<file path="src/rtl/alk_pkg.sv">
// alk_pkg: shared types and constants for the ALK multiply/divide sequencer
// and the ALKC flag stage that decodes its ALU requests.
//   md_state_t       : sequencer state encoding
//   alu_req_t        : per-step ALU operation request encoding
//   MD_STEPS_DEFAULT : iterations per MUL/DIV operation
//   MD_CNT_W_DEFAULT : default step-counter width
package alk_pkg;

  localparam int unsigned MD_STEPS_DEFAULT = 32;
  localparam int unsigned MD_CNT_W_DEFAULT = 6;

  typedef enum logic [2:0] {
    ST_IDLE  = 3'd0,
    ST_MUL   = 3'd1,
    ST_DIV   = 3'd2,
    ST_FIXUP = 3'd3,
    ST_DONE  = 3'd4
  } md_state_t;

  typedef enum logic [1:0] {
    ALU_PASS = 2'b00,
    ALU_ADD  = 2'b01,
    ALU_SUB  = 2'b10
  } alu_req_t;

  // Non-restoring divide: a negative partial remainder (borrow) is corrected
  // by adding the divisor on the next step, otherwise keep subtracting.
  function automatic alu_req_t div_req(input logic prev_borrow);
    return prev_borrow ? ALU_ADD : ALU_SUB;
  endfunction

endpackage

</file>
<file path="src/rtl/alk_mdcnt.sv">
// alk_mdcnt: MUL/DIV step counter.
//   i_clk, i_rst_n : clock, async active-low reset
//   i_clr          : synchronous clear (priority over i_en)
//   i_en           : advance one step
//   o_cnt          : current iteration index
//   o_tc           : terminal count, high when o_cnt == STEPS-1
module alk_mdcnt
  import alk_pkg::*;
#(
  parameter int unsigned STEPS = MD_STEPS_DEFAULT,
  parameter int unsigned CNT_W = MD_CNT_W_DEFAULT
) (
  input  logic             i_clk,
  input  logic             i_rst_n,
  input  logic             i_clr,
  input  logic             i_en,
  output logic [CNT_W-1:0] o_cnt,
  output logic             o_tc
);

  logic [CNT_W-1:0] r_cnt;

  // Step index register; the sequencer never enables it past STEPS-1.
  always_ff @(posedge i_clk or negedge i_rst_n) begin
    if (!i_rst_n) begin
      r_cnt <= '0;
    end else if (i_clr) begin
      r_cnt <= '0;
    end else if (i_en) begin
      r_cnt <= r_cnt + CNT_W'(1);
    end
  end

  assign o_cnt = r_cnt;
  assign o_tc  = (r_cnt == CNT_W'(STEPS - 1));

endmodule

</file>
<file path="src/rtl/alk_mdseq.sv">
// alk_mdseq: multiply/divide step sequencer feeding the ALKC flag stage.
// Runs STEPS shift/add (MUL) or non-restoring shift/subtract (DIV) iterations,
// an optional restoring FIXUP add after DIV, then pulses md_done_h.
//   qdclk_l, reset_l  : clock (rising edge), async active-low reset
//   md_start_h        : start request (accepted only in IDLE)
//   md_div_h          : 1 = DIV, 0 = MUL, sampled with the start
//   ustall_h          : freeze all state and outputs
//   md_abort_h        : return to IDLE, overrides stall and start
//   alkc_flag_h       : borrow/carry of the previous step
//   mplier_lsb_h      : multiplier bit shifted out in the previous step
//   alpctl_mul_l      : low during MUL/DIV steps
//   alu_01xx_h        : ADD request
//   alu_sub_op_h      : SUB request
//   q_bit_h           : quotient bit of the latest DIV step
//   md_busy_h         : sequence in progress
//   md_done_h         : one-cycle completion pulse
//   step_cnt_h        : current iteration index
module alk_mdseq
  import alk_pkg::*;
#(
  parameter int unsigned STEPS = MD_STEPS_DEFAULT,
  parameter int unsigned CNT_W = MD_CNT_W_DEFAULT
) (
  input  logic             qdclk_l,
  input  logic             reset_l,
  input  logic             md_start_h,
  input  logic             md_div_h,
  input  logic             ustall_h,
  input  logic             md_abort_h,
  input  logic             alkc_flag_h,
  input  logic             mplier_lsb_h,
  output logic             alpctl_mul_l,
  output logic             alu_01xx_h,
  output logic             alu_sub_op_h,
  output logic             q_bit_h,
  output logic             md_busy_h,
  output logic             md_done_h,
  output logic [CNT_W-1:0] step_cnt_h
);

  md_state_t        r_state;
  logic             r_alpctl_l;
  logic             r_add;
  logic             r_sub;
  logic             r_q;
  logic             r_busy;
  logic             r_done;

  logic [CNT_W-1:0] w_cnt;
  logic             w_tc;
  logic             w_cnt_clr;
  logic             w_cnt_en;
  logic             w_stepping;
  logic             w_div_add;

  assign w_stepping = (r_state == ST_MUL) || (r_state == ST_DIV);
  assign w_div_add  = (div_req(alkc_flag_h) == ALU_ADD);

  // Counter clears on an accepted start, on leaving DONE and on abort;
  // it holds at STEPS-1 through FIXUP/DONE so the last index stays visible.
  assign w_cnt_clr = md_abort_h ||
                     (!ustall_h && (((r_state == ST_IDLE) && md_start_h) ||
                                    (r_state == ST_DONE)));
  assign w_cnt_en  = !md_abort_h && !ustall_h && w_stepping && !w_tc;

  alk_mdcnt #(
    .STEPS (STEPS),
    .CNT_W (CNT_W)
  ) u_cnt (
    .i_clk   (qdclk_l),
    .i_rst_n (reset_l),
    .i_clr   (w_cnt_clr),
    .i_en    (w_cnt_en),
    .o_cnt   (w_cnt),
    .o_tc    (w_tc)
  );

  // Sequencer state and registered outputs; each transition loads the
  // outputs that belong to the state being entered.
  always_ff @(posedge qdclk_l or negedge reset_l) begin
    if (!reset_l) begin
      r_state    <= ST_IDLE;
      r_alpctl_l <= 1'b1;
      r_add      <= 1'b0;
      r_sub      <= 1'b0;
      r_q        <= 1'b0;
      r_busy     <= 1'b0;
      r_done     <= 1'b0;
    end else if (md_abort_h) begin
      r_state    <= ST_IDLE;
      r_alpctl_l <= 1'b1;
      r_add      <= 1'b0;
      r_sub      <= 1'b0;
      r_q        <= 1'b0;
      r_busy     <= 1'b0;
      r_done     <= 1'b0;
    end else if (!ustall_h) begin
      r_done <= 1'b0;
      case (r_state)
        ST_IDLE: begin
          if (md_start_h) begin
            r_busy     <= 1'b1;
            r_alpctl_l <= 1'b0;
            r_q        <= 1'b0;
            if (md_div_h) begin
              // First divide step always subtracts.
              r_state <= ST_DIV;
              r_add   <= 1'b0;
              r_sub   <= 1'b1;
            end else begin
              r_state <= ST_MUL;
              r_add   <= mplier_lsb_h;
              r_sub   <= 1'b0;
            end
          end
        end
        ST_MUL: begin
          if (w_tc) begin
            r_state    <= ST_DONE;
            r_alpctl_l <= 1'b1;
            r_add      <= 1'b0;
            r_sub      <= 1'b0;
            r_busy     <= 1'b0;
            r_done     <= 1'b1;
          end else begin
            r_add <= mplier_lsb_h;
            r_sub <= 1'b0;
          end
        end
        ST_DIV: begin
          r_q <= ~alkc_flag_h;
          if (w_tc) begin
            r_alpctl_l <= 1'b1;
            r_sub      <= 1'b0;
            if (alkc_flag_h) begin
              // Final remainder negative: one restoring add.
              r_state <= ST_FIXUP;
              r_add   <= 1'b1;
            end else begin
              r_state <= ST_DONE;
              r_add   <= 1'b0;
              r_busy  <= 1'b0;
              r_done  <= 1'b1;
            end
          end else begin
            r_add <= w_div_add;
            r_sub <= ~w_div_add;
          end
        end
        ST_FIXUP: begin
          r_state <= ST_DONE;
          r_add   <= 1'b0;
          r_sub   <= 1'b0;
          r_busy  <= 1'b0;
          r_done  <= 1'b1;
        end
        ST_DONE: begin
          r_state <= ST_IDLE;
        end
        default: begin
          r_state    <= ST_IDLE;
          r_alpctl_l <= 1'b1;
          r_add      <= 1'b0;
          r_sub      <= 1'b0;
          r_busy     <= 1'b0;
        end
      endcase
    end
  end

  assign alpctl_mul_l = r_alpctl_l;
  assign alu_01xx_h   = r_add;
  assign alu_sub_op_h = r_sub;
  assign q_bit_h      = r_q;
  assign md_busy_h    = r_busy;
  assign md_done_h    = r_done;
  assign step_cnt_h   = w_cnt;

endmodule
</file>
<file path="config.mk">
export PLATFORM = sky130hd
export DESIGN_NAME = alk_mdseq
export DESIGN_NICKNAME = d
export VERILOG_FILES = /design/src/rtl/alk_pkg.sv /design/src/rtl/alk_mdcnt.sv /design/src/rtl/alk_mdseq.sv
export SDC_FILE = /design/constraint.sdc
export NUM_CORES = 1
export LEC_CHECK = 0
export CAP_MARGIN = 20
export CORE_ASPECT_RATIO = 1.4
export CORE_MARGIN = 4
export CORE_UTILIZATION = 25
export CTS_CLUSTER_SIZE = 12
export DETAILED_ROUTE_END_ITERATION = 12
export GPL_TIMING_DRIVEN = 0
export PLACE_DENSITY = 0.51
export SYNTH_ARGS = -nofsm -noshare
export SYNTH_HDL_FRONTEND = slang
export SYNTH_SLANG_ARGS = --single-unit
</file>
<file path="constraint.sdc">
create_clock -name qdclk_l -period 4.4 [get_ports qdclk_l]
set_input_delay 0.66 -clock qdclk_l [delete_from_list [all_inputs] [get_ports qdclk_l]]
set_output_delay 0.66 -clock qdclk_l [all_outputs]
set_load 0.01 [all_outputs]
</file>
==> metrics.md <==
| Metric | Value |
|---|---|
| Min Tclk post-route | 2140 ps |
| Hold buffers post-CTS | 0 |
| Data arrival, critical path | 2310 ps |
| Congestion Overflow GR | 0 |
| DIE HEIGHT | 78.4 um |
| Sequential fraction of the synthesis area | 42.6% |
| CTS buffer count | 3 |
| Post-CTS Setup Bufs | 0 |
| Min-delay worst type | flip-flop to flip-flop |
| RSZ-0062 raised after global routing | no |
| Synth-to-Final Area Change | 32.2% |
| PwrDens | 294 nW/um^2 |
| Synth cell types | 34 |
| Worst R2R Path Depth | 5 |
| Worst Path Required | 4570 ps |
| CP delay by family, top | simple AND/OR/NAND/NOR gates |
| Clock tree buffer depth | 2 |
| Worst Max-Slew Pin Slew | 694 ps |
| # DRC | 0 |
| # resized after CTS | 0 |
| Filler cells | 361 |
| Placer's final routability congestion estimate | 0.806 |
| Clock-pin slew on the worst setup and hold paths | 70 ps |
| Worst r2r src | r_state[2] |
| Final net count | 132 |
| FP Rows | 25 |
| Setup TNS | 0 ps |
| Primary FF master, synth | dfrtp_1 |
| Fin. max-slew vios | 0 |
| Max cap viols | 0 |
| Most frequent cells in the layout | clkdlybuf4s50_1 (19), dfrtp_1 (14), nor2_1 (9), nand3_1 (7), o21ai_0 (7) |
| Mapped cell area | 885 um^2 |
| # IOs | 20 |
| Syn Area/Cell | 8.94 um^2 |
| CTS tree | yes |
| DRT antenna net count | 0 |
| Syn_nets | 108 |
| Vias per cell | 5.35 |
| Core footprint | 3380 um^2 |
| Most common cell after layout, fill and taps aside | clkdlybuf4s50_1 |
| Reg2reg setup slack | 2690 ps |
| Initial core utilization | 26.2% |
| Crit Path Max Fanout | 5 |
| Die area | 4570 um^2 |
| Cell with the largest stage delay on the worst path | clkdlybuf4s50_1 |
| DP HPWL | 1.74 mm |
| Critical path depth | 5 |
| Avg WL per Cell | 14.1 um |
| Global-route wire length before repair | 3.86 mm |
| Cell Chain, Critical Path | clkdlybuf4s50_1, nor3_4, o221ai_2, or4_1, a21boi_1 |
| Antenna diode instance count | 0 |
| Setup violators final | 0 |
| CP peak stage delay | 530 ps |
| EDFF count, synth | 0 |
| Syn Inst Count | 99 |
| Status | complete, no violations |
| PortBufs | 19 |
| Asr flop ratio synth | 100% |
| 1st-iter DRT viols | 31 |
| Vias in the first global route | 842 |
| CP Class | primary input to flip-flop |
| Clock latency on the worst-skew pair | 250 ps |
| First-pass detailed-route iteration total | 4 |
| Fmax | 467 MHz |
| Crit. End Element | flip-flop |
| Worst rel slew slack | 53.6% |
| Tot GR Track Use | 10.8% |
| Largest net degree at the start of global routing | 16 |
| CTS H-tree lvls | 1 |
| Synthesis warning total | 0 |
| Buf/Inv on CP | 1 |
| Min Hold Slack | 496 ps |
| Post-synthesis sequential element count | 15 |
| Wirelength, routed | 2.29 mm |
| Worst setup path endpoint | u_cnt.o_cnt[5] |
| Final Skew | 7.72 ps |
| CP Launch Type | primary input |
| Worst vdd ir | 0.000141 V |
| Leak Pwr | 0.442 nW |
| Width of the die | 58.3 um |
| Clk sinks | 15 |
| Clock Tree Root | clkbuf_8 |
| Initial antenna violation count | 0 |
| RR Endpoint | u_cnt.o_cnt[4] |
| Final Hold Fails | 0 |
| Vias | 867 |
| Layout cells sized above 1 | 9.02% |
| Period Utilization, post-route | 48.7% |
| CP startpoint | ustall_h |
## cells in the mapped netlist, types with 2 or more instances
cell,instances,area share (%)
a21oi_1,4,2.3
buf_2,3,1.7
nand3_1,7,4.0
dfrtp_1,14,40
o21ai_0,7,4.0
inv_1,5,2.1
nor2_1,9,3.8
clkbuf_1,3,1.3
a2111oi_0,2,2.0
o211ai_1,4,3.4
nor2b_1,2,1.4
nand2_1,5,2.1
nor3_1,3,1.7
a32oi_1,3,3.0
o2bb2ai_1,2,2.0
o31ai_1,4,3.4
nand2b_1,5,3.5
## per-stage QoR
| stage | instance area, um^2 | util [%] | total power, mW | std cells | setup WS [ps] |
|---|---|---|---|---|---|
| 6_report | 1170 | 34.6 | 0.344 | 162 | 2260 |
| 3_5_place_dp | 1120 | 33.3 | 0.235 | 158 | 2010 |
| 2_1_floorplan | 885 | - | 0.199 | 99 | 2720 |
| 3_3_place_gp | 1120 | 33.3 | 0.235 | 158 | 2040 |
| 4_1_cts | 1170 | 34.6 | 0.352 | 162 | 2260 |
| 5_1_grt | 1170 | 34.6 | 0.368 | 162 | 2150 |
## area by class of cell
class                           instances  area, um^2  share of cell area, %
Multi-Input combinational cell         73         463                   39.6
Sequential cell                        15         377                   32.2
Timing Repair Buffer                   19         190                   16.3
Tap cell                               40        50.0                   4.28
Clock buffer                            4        45.0                   3.85
Buffer                                  6        26.3                   2.25
Inverter                                5        18.8                   1.60
## how the worst min path moves through the flow
stage | cells after the start | slack, ps | start | end
3_5_place_dp | 2 | 490 | md_done_h | md_done_h
4_1_cts | 2 | 500 | md_done_h | md_done_h
5_1_grt | 1 | 530 | alu_01xx_h | alu_01xx_h
3_3_place_gp | 2 | 490 | md_done_h | md_done_h
6_report | 2 | 500 | md_done_h | md_done_h
2_1_floorplan | 0 | 360 | reset_l | alu_01xx_h
## registers in the layout (all words and copies together) (netlist names)
name,count
u_cnt.o_cnt,6
alpctl_mul_l,1
md_busy_h,1
alu_01xx_h,1
alu_sub_op_h,1
q_bit_h,1
r_state,3
md_done_h,1
## cells by family (layout without fill, tap and decap cells)
logic type / Yosys count / after routing / synth area share, %
compound gates: 33 / 33 / 26.9
fa+ha+maj: 1 / 1 / 1.41
buf+inv: 11 / 34 / 5.09
flops: 15 / 15 / 42.6
mux: 1 / 1 / 1.27
simple gates: 38 / 38 / 22.8
## report_power, final
group / internal, mW / switching (mW) / leakage [nW]
registers: 0.148 / 0.00635 / 0.203
clock network: 0.0641 / 0.0486 / 0.0228
logic: 0.0351 / 0.0415 / 0.216
## worst min-delay path: stages, from the launching register on
cell     delay, ps
dfrtp_1        340
a32oi_1         50
o21ai_0         60
## layer usage
metal	global-route usage (%)	part of all wire, %
met5	0	0
met2	16.9	48
met4	4.41	1.3
met1	14.0	45
met3	2.80	5.6
No activity file was read; power rests on OpenSTA's default activity.
